**config.mk**
```make
export PLATFORM = sky130hd
export DESIGN_NAME = fetch_sequencer
export DESIGN_NICKNAME = d
export VERILOG_FILES = /design/src/rtl/fetch_sequencer.sv
export SDC_FILE = /design/constraint.sdc
export NUM_CORES = 1
export LEC_CHECK = 0
export ABC_AREA = 1
export BUFFER_PORTS_ARGS = -buffer_cell sky130_fd_sc_hd__buf_2
export CAP_MARGIN = 20
export CORE_ASPECT_RATIO = 0.8
export CORE_UTILIZATION = 40
export CTS_CLUSTER_SIZE = 20
export DETAILED_ROUTE_END_ITERATION = 12
export HOLD_SLACK_MARGIN = 0.15
export PLACE_DENSITY = 0.68
export SYNTH_ARGS = -nofsm -noshare
export SYNTH_HDL_FRONTEND = slang
export SYNTH_SLANG_ARGS = --single-unit
```
**constraint.sdc**
```tcl
create_clock -name clk_i -period 5.81 [get_ports clk_i]
set_input_delay 0 -clock clk_i [delete_from_list [all_inputs] [get_ports clk_i]]
set_output_delay 0 -clock clk_i [all_outputs]
set_load 0.01 [all_outputs]
```
**src/rtl/fetch_sequencer.sv**
```systemverilog
// fetch_sequencer: dual-issue PC sequencer and fetch-packet register.
// Drives two fetch PCs into a combinational reader, captures the returned
// instruction pair and hands it to decode over valid/ready.
module fetch_sequencer #(
  parameter int unsigned          PC_SIZE    = 32,
  parameter int unsigned          INSTR_SIZE = 32,
  parameter logic [PC_SIZE-1:0]   RESET_PC   = '0
) (
  input  logic                  clk_i,
  input  logic                  rst_i,
  output logic [PC_SIZE-1:0]    pc0_o,
  output logic [PC_SIZE-1:0]    pc1_o,
  input  logic [INSTR_SIZE-1:0] instr0_i,
  input  logic [INSTR_SIZE-1:0] instr1_i,
  input  logic                  done_i,
  input  logic                  redirect_valid_i,
  input  logic [PC_SIZE-1:0]    redirect_pc_i,
  output logic                  fetch_valid_o,
  input  logic                  fetch_ready_i,
  output logic [PC_SIZE-1:0]    fetch_pc_o,
  output logic [INSTR_SIZE-1:0] fetch_instr0_o,
  output logic [INSTR_SIZE-1:0] fetch_instr1_o,
  output logic                  halted_o,
  output logic [31:0]           packet_count_o
);

  localparam int unsigned CNT_W = 32;

  typedef enum logic [1:0] {
    FETCH = 2'd0,
    DRAIN = 2'd1,
    HALT  = 2'd2
  } state_t;

  state_t                  state_q, state_d;
  logic [PC_SIZE-1:0]      pc0_q, pc0_d;
  logic [PC_SIZE-1:0]      pc1_q, pc1_d;
  logic                    valid_q, valid_d;
  logic [PC_SIZE-1:0]      fpc_q, fpc_d;
  logic [INSTR_SIZE-1:0]   i0_q, i0_d;
  logic [INSTR_SIZE-1:0]   i1_q, i1_d;
  logic                    halted_q, halted_d;
  logic [CNT_W-1:0]        cnt_q, cnt_d;
  logic                    hs;
  logic [PC_SIZE-1:0]      redirect_target;

  assign hs              = valid_q & fetch_ready_i;
  assign redirect_target = {redirect_pc_i[PC_SIZE-1:2], 2'b00};

  // Next-state, PC advance and packet capture; redirect overrides everything.
  always_comb begin
    state_d = state_q;
    pc0_d   = pc0_q;
    valid_d = valid_q;
    fpc_d   = fpc_q;
    i0_d    = i0_q;
    i1_d    = i1_q;
    cnt_d   = hs ? cnt_q + CNT_W'(1) : cnt_q;

    if (hs) valid_d = 1'b0;

    if (redirect_valid_i) begin
      valid_d = 1'b0;
      pc0_d   = redirect_target;
      state_d = FETCH;
    end else begin
      case (state_q)
        FETCH: begin
          if (done_i) begin
            state_d = DRAIN;
          end else if (!valid_q || fetch_ready_i) begin
            valid_d = 1'b1;
            fpc_d   = pc0_q;
            i0_d    = instr0_i;
            i1_d    = instr1_i;
            pc0_d   = pc0_q + PC_SIZE'(8);
          end
        end
        DRAIN: begin
          if (!valid_q || hs) state_d = HALT;
        end
        HALT: begin
          valid_d = 1'b0;
        end
        default: begin
          state_d = FETCH;
        end
      endcase
    end

    pc1_d    = pc0_d + PC_SIZE'(4);
    halted_d = (state_d == HALT);
  end

  // State, PC pair, output packet and handshake counter registers.
  always_ff @(posedge clk_i or posedge rst_i) begin
    if (rst_i) begin
      state_q  <= FETCH;
      pc0_q    <= RESET_PC;
      pc1_q    <= RESET_PC + PC_SIZE'(4);
      valid_q  <= 1'b0;
      fpc_q    <= '0;
      i0_q     <= '0;
      i1_q     <= '0;
      halted_q <= 1'b0;
      cnt_q    <= '0;
    end else begin
      state_q  <= state_d;
      pc0_q    <= pc0_d;
      pc1_q    <= pc1_d;
      valid_q  <= valid_d;
      fpc_q    <= fpc_d;
      i0_q     <= i0_d;
      i1_q     <= i1_d;
      halted_q <= halted_d;
      cnt_q    <= cnt_d;
    end
  end

  assign pc0_o          = pc0_q;
  assign pc1_o          = pc1_q;
  assign fetch_valid_o  = valid_q;
  assign fetch_pc_o     = fpc_q;
  assign fetch_instr0_o = i0_q;
  assign fetch_instr1_o = i1_q;
  assign halted_o       = halted_q;
  assign packet_count_o = cnt_q;

endmodule
```
==> qor.csv <==
stage,metric,value,unit
outcome,status,"complete, no violations",
floorplanning,fp.dieH,138,um
cts,cts.clk_slew.worst_paths,80,ps
grt,grt_usage,0.226,
cts,htree_levels,4,
cts,cts_root_buffer,clkbuf_16,
synth,syn-cell-area,0.00930,sq mm
power,p_switching,1300,uW
setup_path,critPathMostFrequentCell,nand2_1,
sta,holdWs,312,ps
synth,synth_cells,974,
power,p_clk_frac,0.300,
finish,layout_commonest_cell,buf_2,
cts,cts_setup_buffers,0,
floorplanning,start_util,0.411,
cts,clk-insertion-delay-late,430,ps
synth,synth.area.mux_share,0.0799,
floorplanning,ioPinCount,295,
synth,synth-simple-area-share,0.280,
synth,yosysSeqAreaShare,0.512,
power,pwr-share-comb,0.262,
sta,tightest_slew,1030,ps
synth,postSynth.asyncResetShare,1.00,
floorplanning,fp-row-count,49,
synth,ys_ff_latch,190,
finish,drive_gt1_frac,0.366,
grt,grt_pass1_wl,41200,um
setup_path,cp_max_fo,59,
power,ir_worst_vdd,0.000217,V
power,leakagePower,0.00644,uW
cts,cts_tree,done,
synth,synth_top_family_by_area,simple AND/OR/NAND/NOR gates,
sta,fin_tns_setup,0,ps
synth,synth_fa_ha_area_frac,0.00404,
finish,utilization,0.558,
setup_path,critPathTopFamily,buffers and inverters,
grt,antenna_found_initial,0,
run,maxCapViolCount,0,
place,dpl.hpwl,19100,um
sta,rsz0062_at_grt,false,
place,pre_cts_slack,3180,ps
floorplanning,dieArea,0.0239,sq mm
detailed_routing,drt_wl_total,26800,um
sta,finClkSkew,12.6,ps
floorplanning,fp.dieW,172,um
finish,areaGrowthSynthToFinish,35.9,%
sta,setup_slack,2660,ps
finish,final_cell_mix,"buf_2 (286), nand2_1 (200), dfrtp_1 (189), dlygate4sd3_1 (103), inv_1 (94)",
setup_path,endpoint_kind,flip-flop,
grt,grt_pass1_vias,7649,
cts,cts_buffers,17,
cts,clock_sinks,190,
power,power.density,312,mW/mm^2
sta,setup_viol,0,
grt,grt_start_max_net_pins,131,
place,io_buffers,286,
sta,hold_viol,0,
setup_path,cp_cell_sequence,dlygate4sd3_1 > buf_2 > inv_2 > or2_2 > o21ai_0 > dlygate4sd3_1 > inv_1 > ha_1 > nand2_1 > nor2_4 > nand3_1 > nor2_2 > nand3_1 > nand2_1 > nand2_1,
worst_hold_path,hold_path_class,in2async,
synth,synth_edf_count,0,
sta,min_period_over_period,0.543,
detailed_routing,wl_per_cell,16.0,um
setup_path,crit_type,in2reg,
power,intPower,2640,uW
setup_path,path_buf_inv,5,
sta,finalCriticalPeriod,3150,ps
setup_path,arrival,3480,ps
synth,yosys.area_share.xor_xnor,0.0424,
setup_path,max_stage_delay,740,ps
synth,ys.flop_type,dfrtp_1,
place,gp_congestion,0.926,
power,power.sequential.fraction,0.439,
detailed_routing,dr.pass1.iters,6,
sta,maxSlewViolCount,0,
synth,yosysWarnings,0,
synth,synth_cell_types,39,
setup_path,crit_required,6140,ps
place,postPlaceCellArea,0.0110,sq mm
setup_path,cp_slowest_cell,inv_2,
synth,synth-compound-area-share,0.0235,
power,switching_share,0.330,
finish,final_area,0.0126,sq mm
detailed_routing,drc,0,
setup_path,crit_path_start_kind,primary input,
detailed_routing,viasPerCell,4.77,
sta,max_slew_margin,0.315,
finish,nets,1465,
grt,gr-total-overflow,0,
detailed_routing,vias,8008,
detailed_routing,postRouteAntennaNets,0,
sta,fmax,0.317,GHz
synth,syn_avg_cell_area,9.55,sq um
floorplanning,core_area,0.0226,sq mm
cts,cts_buffer_depth,2,
detailed_routing,drtIter0Drc,556,
finish,antenna-diode-count,0,
kinds of logic (layout without fill, tap and decap cells):
| logic type | count (synthesis) | after routing |
|---|---|---|
| compound gates | 41 | 41 |
| xor+xnor | 45 | 45 |
| fa+ha+maj | 3 | 3 |
| buf+inv | 130 | 525 |
| flops | 190 | 190 |
| mux | 66 | 66 |
| other cells | 1 | 6 |
| simple gates | 498 | 498 |
registers in the layout, summed over array words and instances, names as in the netlist:
| signal | cells |
|---|---|
| pc0_o | 30 |
| pc1_o | 30 |
| fetch_pc_o | 30 |
| fetch_instr1_o | 32 |
| state_q | 2 |
| halted_o | 1 |
| fetch_valid_o | 1 |
| fetch_instr0_o | 32 |
| packet_count_o | 32 |
worst paths after layout:
kind | start | to | slack, ps | depth (start not counted)
min in group clk_i | instr0_i[26] | fetch_instr0_o[26]$_DFFE_PP0P_ | 330 | 3
hold / removal | rst_i | fetch_instr0_o[1]$_DFFE_PP0P_ | 310 | 3
setup / recovery | redirect_valid_i | pc1_o[30]$_DFF_PP0_ | 2660 | 15
setup reg to reg | state_q[0]$_DFF_PP0_ | pc1_o[30]$_DFF_PP0_ | 2850 | 15
hold reg to reg | fetch_pc_o[24]$_DFFE_PP0P_ | fetch_pc_o[24]$_DFFE_PP0P_ | 480 | 2
max in group asynchronous | rst_i | fetch_pc_o[30]$_DFFE_PP0P_ | 4140 | 4
area by class of cell:
cell class / count / area (sq um)
Clock inverter: 15 / 173
Multi-Input combinational cell: 659 / 4030
Clock buffer: 17 / 425
Tap cell: 306 / 383
Timing Repair Buffer: 391 / 2480
Inverter: 102 / 390
Sequential cell: 190 / 4760
Fill cell: 1949 / 9990
through the flow:
stage	total power [uW]	instances
finish	3940	1680
floorplan	2290	979
detailed placement	2720	1545
CTS	3980	1680
global route	4160	1680
global placement	2700	1545
Yosys cell counts (all sizes together) (3+ instances only):
master	number	area share
nand2	228	0.11
dfrtp	189	0.51
nor2	110	0.070
inv	101	0.041
nand3	86	0.052
mux2	66	0.080
o21ai	38	0.022
xor2	33	0.031
nand4	28	0.020
or2	25	0.017
buf	21	0.014
nor3	13	0.0082
xnor2	12	0.011
clkbuf	7	0.0028
ha	3	0.0040
nor4	3	0.0020
power by group through the flow:
stage / clock (uW) / combinational (uW) / sequential, uW
floorplan: 0 / 428 / 1860
global placement: 0 / 962 / 1740
detailed placement: 0 / 975 / 1750
CTS: 1220 / 1030 / 1730
global route: 1270 / 1130 / 1760
finish: 1180 / 1030 / 1730
layer usage:
layer | routed length, um | vias to the layer above | GRT usage | part of all wire
met4 | 727 | 0 | 0.0792 | 0.027
li1 | - | 3900 | - | -
met3 | 1840 | 51 | 0.0470 | 0.068
met5 | 0 | - | 0 | 0
met2 | 11900 | 320 | 0.347 | 0.45
met1 | 12300 | 3737 | 0.316 | 0.46
timing repair:
item,4_1_cts,5_1_grt
hold buffers,103,0
endpoints found under the hold margin,261,0
resized for setup,0,0
tightest hold or removal path: stages:
cell and delay, ps:
dlygate4sd3_1 530, buf_2 150, inv_8 600
(Power assumes the default switching activity.)
